==> src/rtl/neuron_mac.sv <==
// Weight-memory reader and multiply-accumulate for one neuron.
// Sweeps the shared weight/activation address range once per start and presents a saturated sum.
module neuron_mac #(
  parameter int numWeights   = 256,
  parameter int addressWidth = 8,
  parameter int dataWidth    = 6,
  parameter int sumWidth     = 10
) (
  input  logic                    clk,
  input  logic                    resetN,
  input  logic                    start,
  input  logic [sumWidth-1:0]     biasIn,
  output logic                    readEn,
  output logic [addressWidth-1:0] addr,
  input  logic [dataWidth-1:0]    weightIn,
  input  logic [dataWidth-1:0]    actIn,
  output logic                    busy,
  output logic                    done,
  output logic [sumWidth-1:0]     sumOut
);
  localparam int ACC_W  = 2*dataWidth + addressWidth + 2;
  localparam int PROD_W = 2*dataWidth + 1;
  localparam int HI_W   = ACC_W - sumWidth + 1;
  localparam logic [addressWidth-1:0] LAST = addressWidth'(numWeights - 1);

  typedef enum logic [1:0] {IDLE, READ, DRAIN} state_t;

  state_t                    r_state, w_next;
  logic [addressWidth-1:0]   r_cnt;
  logic                      r_vld;
  logic signed [ACC_W-1:0]   r_acc;
  logic [sumWidth-1:0]       r_sum;
  logic                      r_done;
  logic                      w_read, w_accept;
  logic signed [PROD_W-1:0]  w_prod;
  logic signed [ACC_W-1:0]   w_prod_ext, w_sum;
  logic [HI_W-1:0]           w_hi;
  logic                      w_ovf;
  logic [sumWidth-1:0]       w_sat;

  // Weight is signed, activation unsigned: widen both to PROD_W so the product is exact.
  assign w_prod = $signed({{(dataWidth+1){weightIn[dataWidth-1]}}, weightIn})
                * $signed({{(dataWidth+1){1'b0}}, actIn});
  assign w_prod_ext = {{(ACC_W-PROD_W){w_prod[PROD_W-1]}}, w_prod};
  assign w_sum      = r_acc + (r_vld ? w_prod_ext : '0);

  // Fits in sumWidth only when every bit above the output sign bit equals it.
  assign w_hi  = w_sum[ACC_W-1:sumWidth-1];
  assign w_ovf = ~(&w_hi) & (|w_hi);
  assign w_sat = !w_ovf ? w_sum[sumWidth-1:0]
               : (w_sum[ACC_W-1] ? {1'b1, {(sumWidth-1){1'b0}}}
                                 : {1'b0, {(sumWidth-1){1'b1}}});

  always_ff @(posedge clk) begin
    if (!resetN) r_state <= IDLE;
    else         r_state <= w_next;
  end

  always_comb begin
    w_next   = r_state;
    w_read   = 1'b0;
    w_accept = 1'b0;
    case (r_state)
      IDLE: if (start) begin
        w_accept = 1'b1;
        w_next   = READ;
      end
      READ: begin
        w_read = 1'b1;
        if (r_cnt == LAST) w_next = DRAIN;
      end
      DRAIN:   w_next = IDLE;
      default: w_next = IDLE;
    endcase
  end

  always_ff @(posedge clk) begin
    if (!resetN) begin
      r_cnt  <= '0;
      r_vld  <= 1'b0;
      r_acc  <= '0;
      r_sum  <= '0;
      r_done <= 1'b0;
    end else begin
      r_vld  <= w_read;
      r_done <= 1'b0;
      if (w_accept) begin
        r_acc <= {{(ACC_W-sumWidth){biasIn[sumWidth-1]}}, biasIn};
        r_cnt <= '0;
      end else begin
        r_acc <= w_sum;
        if (w_read && r_cnt != LAST) r_cnt <= r_cnt + 1'b1;
      end
      // DRAIN folds in the final product that arrives one cycle after the last read.
      if (r_state == DRAIN) begin
        r_sum  <= w_sat;
        r_done <= 1'b1;
      end
    end
  end

  assign readEn = w_read;
  assign addr   = w_read ? r_cnt : '0;
  assign busy   = (r_state != IDLE);
  assign done   = r_done;
  assign sumOut = r_sum;
endmodule

==> config.mk <==
export PLATFORM = sky130hd
export DESIGN_NAME = neuron_mac
export DESIGN_NICKNAME = d
export VERILOG_FILES = /design/src/rtl/neuron_mac.sv
export SDC_FILE = /design/constraint.sdc
export NUM_CORES = 1
export LEC_CHECK = 0
export ABC_AREA = 1
export CAP_MARGIN = 40
export CORE_UTILIZATION = 59
export DETAILED_ROUTE_END_ITERATION = 16
export PLACE_DENSITY = 0.87
export SYNTH_ARGS = -nofsm -noshare
export SYNTH_HDL_FRONTEND = slang
export SYNTH_SLANG_ARGS = --single-unit
==> constraint.sdc <==
create_clock -name clk -period 8.24 [get_ports clk]
set_input_delay 1.648 -clock clk [delete_from_list [all_inputs] [get_ports clk]]
set_output_delay 1.648 -clock clk [all_outputs]
set_load 0.005 [all_outputs]
==> results of run 1 <==
synth_stat cells:
cell type / count / area share, %
nand2_1: 203 / 17
inv_1: 125 / 10
nor2_1: 58 / 4.9
ha_1: 53 / 15
dfxtp_1: 44 / 20
o21ai_0: 43 / 4.8
nand3_1: 41 / 4.6
a21oi_1: 38 / 4.3
fa_1: 18 / 8.1
nand4_1: 13 / 1.8
o21bai_1: 9 / 1.5
xor2_1: 8 / 1.6
clkbuf_1: 7 / 0.59
nor3_1: 6 / 0.67
nand2_2: 5 / 0.70
a21oi_2: 4 / 0.78
inv_2: 3 / 0.25
or2_2: 3 / 0.42
clkinv_1: 2 / 0.17
nand3b_1: 2 / 0.34
nor2_2: 2 / 0.28
nor4_1: 2 / 0.28
o21a_1: 2 / 0.34
a21boi_0: 1 / 0.17
a21oi_4: 1 / 0.36
and2_4: 1 / 0.20
and3_1: 1 / 0.14
nand2_4: 1 / 0.25
nand3_2: 1 / 0.22
or2_1: 1 / 0.14
xnor2_1: 1 / 0.20
power breakdown:
group          internal (mW)  total [mW]  leakage (nW)  switching (mW)
Combinational          0.114       0.299          2.45           0.185
Sequential             0.226       0.233         0.360         0.00708
Clock                 0.0621       0.155        0.0452          0.0925
through the flow:
step / utilization (%) / setup slack [ns] / area (µm²)
2_1_floorplan: - / 1.30 / 4470
3_3_place_gp: 69.0 / 0.194 / 5030
3_5_place_dp: 69.0 / 0.0975 / 5030
4_1_cts: 70.2 / 0.423 / 5120
5_1_grt: 70.5 / 0.0271 / 5140
6_report: 70.5 / 0.465 / 5140
state kept, by name, summed over array words and instances (netlist names):
signal,cells
sumOut,10
r_cnt,8
r_state,2
r_vld,1
done,1
r_acc,22
routing by layer:
| metal | global-route usage (%) | vias up | wire length, µm |
|---|---|---|---|
| met5 | 0 | - | 0 |
| met4 | 11.3 | 0 | 299 |
| met3 | 3.23 | 32 | 682 |
| met2 | 55.8 | 185 | 5720 |
| met1 | 38.1 | 2110 | 5010 |
| li1 | - | 2310 | - |
worst min-delay path by stage:
stage	end	depth (start not counted)	slack, ns	startpoint
2_1_floorplan	r_cnt[7]$_SDFFE_PP0P_	2	0.46	r_cnt[7]$_SDFFE_PP0P_
3_3_place_gp	sumOut[9]$_SDFFE_PN0P_	2	0.46	sumOut[9]$_SDFFE_PN0P_
3_5_place_dp	sumOut[9]$_SDFFE_PN0P_	2	0.46	sumOut[9]$_SDFFE_PN0P_
4_1_cts	sumOut[9]$_SDFFE_PN0P_	2	0.48	sumOut[9]$_SDFFE_PN0P_
5_1_grt	sumOut[9]$_SDFFE_PN0P_	2	0.50	sumOut[9]$_SDFFE_PN0P_
6_report	sumOut[9]$_SDFFE_PN0P_	2	0.48	sumOut[9]$_SDFFE_PN0P_
kinds of logic after synthesis:
family          after synthesis
simple gates                340
buf+inv                     137
compound gates               98
fa+ha+maj                    71
flops                        44
xor+xnor                      9
worst max-delay path: cells and delay by family:
kind | cells | cell delay [ns]
AO/OA/AOI/OAI | 7 | 1.02
AND/OR/NAND/NOR | 17 | 1.71
buffers and inverters | 5 | 0.84
adder cells (fa/ha/maj) | 6 | 2.73
repair_timing:
action | in CTS | in global routing
resized for setup | 0 | 5
setup endpoints to repair | 0 | 9
endpoints found under the hold margin | 0 | 0
layout make-up:
class / instances / area, µm² / share of cell area [%]
Multi-Input combinational cell: 519 / 3090 / 60.2
Sequential cell: 44 / 881 / 17.1
Inverter: 130 / 488 / 9.50
Timing Repair Buffer: 46 / 458 / 8.91
Tap cell: 99 / 124 / 2.41
Clock buffer: 5 / 68.8 / 1.34
Clock inverter: 3 / 25.0 / 0.487
==> flow_summary.ini, run 1 <==
[layout]
final_common_cell = nand2_1
area_delta_synth_final_pct = 14.9
fillerInstances = 608
drive_gt1_share_pct = 4.69
final_cell_mix = 202 x nand2_1, 124 x inv_1, 57 x nor2_1
final_cells = 846
layout.nets = 842
n_antenna_cell = 0

[route]
dr.first_iter.drc_count = 275
dr.pass1.iters = 5
detail-route-antenna-nets = 0
totalWireLength_mm = 11.7
dr_total_vias = 4637
wl_per_cell_um = 13.8
viasPerCell = 5.48
drc_errors = 0

[floorplanning]
fp.dieH_um = 89.1
initial_core_util_pct = 61.3
num_rows = 31
die-area_mm2 = 0.00793
ios = 46
dieWidth_um = 89.1
core_mm2 = 0.00729

[setup_path]
slowest_stage = fa_1
cp.required_ns = 8.43
r2r_cells = 18
critPathLaunchType = input pin
critical_path_class = input pin to flip-flop
r2r_start = r_vld$_SDFF_PN0_
startpoint = weightIn[5]
ff2ff_setup_slack_ns = 4.81
slowest_delay_ns = 0.54
cp_common_cell = nand2_1
worstSetupEndpointType = flip-flop
arrival_ns = 7.97
endpoint = sumOut[2]$_SDFFE_PN0P_
worstReg2RegEnd = sumOut[2]$_SDFFE_PN0P_
cp_max_fo = 6

[synth]
synthesis.nets = 795
synth_area_per_cell_um2 = 6.40
synth_cell_types = 31
syn-cell-area_mm2 = 0.00447
synth-compound-area-share_pct = 12.2
synth_top_family_by_area = simple AND/OR/NAND/NOR gates
yosys.area_share.simple_pct = 31.9
synthMuxAreaShare_pct = 0
ys_seq_area_share_pct = 19.7
synthAdderAreaFrac_pct = 22.9
netlist_instances = 699
synth_seq_cells = 44
yosys_warnings = 0
synth-xor-area-share_pct = 1.76

[timing]
totalNegativeSetupSlack_ns = 0
period_share_pct = 94.4
slew_violations = 0
rsz0062_at_grt = false
fin_hold_ws_ns = 0.475
finalHoldViolations = 0
max_freq_mhz = 129
max-slew-margin-rel_pct = 60.1
min_period_ns = 7.78
tightestPinTransition_ns = 0.597
setup_violations = 0
fin_skew_ns = 0.0167

[clock_network]
cts-root-buf = clkbuf_8
clk_latency_ns = 0.32
clockBufferDepth = 2
cts_tree = yes
cts_hold_buf = 0
h-tree-depth = 2
post-cts-setup-buffers = 0
cts_sinks = 44
cts_buffers = 5
clk_pin_slew_worst_paths_ns = 0.10

[job]
max_cap_violations = 0

[run_status]
status = complete, no violations

[global_route]
grt.total_usage_pct = 30.9
grt_overflow_total = 0
grt_pass1_vias = 4415
antenna_found_initial = 0
grt_max_degree = 20
grt_pass1_wl_mm = 19.2

[pwr]
vdd_drop_max_v = 0.0000991
finalPower_mw = 0.687
power_density_mw_per_mm2 = 134
power_leakage_nw = 2.85

[place]
dp.cells = 837
hpwlAfterDp_mm = 9.26
gp_congestion = 1.05
port_buffers = 45

[min_path]
hold_class = flip-flop to flip-flop
Note: power is estimated with default switching activity, not from simulation.
==> inputs of run 2 (changes only) <==
--- a/config.mk
+++ b/config.mk
@@ -9,6 +9,7 @@
 export CAP_MARGIN = 40
 export CORE_UTILIZATION = 59
 export DETAILED_ROUTE_END_ITERATION = 16
+export MAX_ROUTING_LAYER = met4
 export PLACE_DENSITY = 0.87
 export SYNTH_ARGS = -nofsm -noshare
 export SYNTH_HDL_FRONTEND = slang
==> run 2 against run 1 <==
Setup slack better by 0.15 ns. Register-to-register slack worse by 0.04 ns. Sequential share of layout area is 0.062 points lower. Largest cell class unchanged. Clock power is 14% higher. Via count is 1.1% lower. Routed wire length is 0.66% higher. First-iteration DRC count is 2.9% higher. Clock skew is 0.0088 ns lower. Core utilization is 0.26 points higher. Critical endpoint is now sumOut[8]$_SDFFE_PN0P_. Sequential power hardly changed. Worst hold slack better by 0.013 ns.
==> flow_summary.ini, run 2 (same netlist as run 1, synthesis figures left out) <==
[min_path]
min_from = sumOut[9]$_SDFFE_PN0P_
hold_class = flip-flop to flip-flop

[setup_path]
worstReg2RegEnd = sumOut[8]$_SDFFE_PN0P_
slowest_delay_ns = 0.56
critPathLaunchType = input pin
ff2ff_setup_slack_ns = 4.77
endpoint = sumOut[8]$_SDFFE_PN0P_
r2r_cells = 18
cp.required_ns = 8.43
worstSetupEndpointType = flip-flop
slowest_stage = fa_1
cp_max_fo = 6
startpoint = actIn[0]
cp_common_cell = nand2_1
arrival_ns = 7.82
critical_path_class = input pin to flip-flop
r2r_start = r_vld$_SDFF_PN0_

[floorplanning]
dieWidth_um = 89.1
ios = 46
num_rows = 31
fp.dieH_um = 89.1
core_mm2 = 0.00729
initial_core_util_pct = 61.3
die-area_mm2 = 0.00793

[pwr]
p_int_mw = 0.431
power_leakage_nw = 2.87
pwr-share-seq_pct = 32.8
vdd_drop_max_v = 0.000106
power_density_mw_per_mm2 = 138
sw_frac_of_total_pct = 39.3
combPwrFrac_pct = 42.2
p_sw_mw = 0.279
finalPower_mw = 0.710
clockPowerShare_pct = 25.0

[layout]
final_common_cell = nand2_1
n_antenna_cell = 0
final_cell_mix = 203 x nand2_1, 124 x inv_1, 58 x nor2_1
fillerInstances = 657
area.sequential_um2 = 881
multi_input_area_mm2 = 0.00309
top_register = r_acc
fin_area_mm2 = 0.00516
area_delta_synth_final_pct = 15.3
largest_register_ffs = 22
layout.nets = 842
drive_gt1_share_pct = 4.42

[clock_network]
cts_resized = 0
h-tree-depth = 2
cts_buffers = 5
clockBufferDepth = 2
cts_tree = yes
clk_latency_ns = 0.31
clk_pin_slew_worst_paths_ns = 0.09
post-cts-setup-buffers = 0
cts_sinks = 44
cts_hold_buf = 0
cts-root-buf = clkbuf_8

[timing]
rsz0062_at_grt = false
max_freq_mhz = 131
totalNegativeSetupSlack_ns = 0
tightestPinTransition_ns = 0.610
finalHoldViolations = 0
period_share_pct = 92.6
setup_violations = 0
fin_hold_ws_ns = 0.488
fin_skew_ns = 0.00792
min_period_ns = 7.63
max-slew-margin-rel_pct = 59.3
slew_violations = 0

[route]
wl_per_cell_um = 13.9
dr.first_iter.drc_count = 283
dr.pass1.iters = 5
totalWireLength_mm = 11.8
dr_total_vias = 4587
viasPerCell = 5.42
drc_errors = 0
detail-route-antenna-nets = 0

[global_route]
grt_overflow_total = 0
grt_pass1_vias = 4356
antenna_found_initial = 0
grt_max_degree = 20
grt.total_usage_pct = 32.3
grt_pass1_wl_mm = 19.3

[place]
port_buffers = 45
gp_congestion = 1.02
place_area_mm2 = 0.00503
hpwlAfterDp_mm = 9.28

[run_status]
status = complete, no violations

[job]
max_cap_violations = 0
[run 2: metrics by stage]
stage / utilization [%] / instances / setup WS (ns)
2_1_floorplan: - / 699 / 1.30
3_3_place_gp: 69.0 / 837 / 0.199
3_5_place_dp: 69.0 / 837 / 0.00753
4_1_cts: 70.5 / 845 / 0.318
5_1_grt: 70.7 / 846 / 0.201
6_report: 70.7 / 846 / 0.613
[run 2: how the worst min path moves through the flow]
stage,slack (ns),cells past startpoint,end
2_1_floorplan,0.46,2,r_cnt[7]$_SDFFE_PP0P_
3_3_place_gp,0.46,2,sumOut[9]$_SDFFE_PN0P_
3_5_place_dp,0.48,2,sumOut[9]$_SDFFE_PN0P_
4_1_cts,0.49,2,sumOut[9]$_SDFFE_PN0P_
5_1_grt,0.52,2,sumOut[9]$_SDFFE_PN0P_
6_report,0.49,2,sumOut[9]$_SDFFE_PN0P_
[run 2: final cells by class]
cell class,count,share of cell area [%]
timing repair buffer,46,8.93
sequential,44,17.1
multi-input combinational,519,59.9
tap,99,2.40
clock buffer,5,1.33
clock inverter,3,0.898
inverter,130,9.46
[run 2: power groups by stage]
stage	combinational (mW)	sequential [mW]	clock, mW
after floorplan	0.214	0.234	0
after global routing	0.340	0.234	0.186
after CTS	0.293	0.233	0.178
after detailed placement	0.289	0.238	0
final	0.300	0.233	0.177
after global placement	0.278	0.237	0
[run 2: worst max-delay path, delay by kind of cell]
family / cells / cell delay [ns]
simple gates: 15 / 1.73
compound gates: 7 / 1.02
fa+ha+maj: 6 / 2.78
buf+inv: 4 / 0.63
[run 2: routing by layer]
layer / up-vias / GRT usage, % / part of all wire (%)
met1: 2046 / 38.9 / 43
met5: - / - / 0
met2: 205 / 56.7 / 49
met4: 0 / 9.81 / 2.0
met3: 29 / 3.88 / 6.6
li1: 2307 / - / -
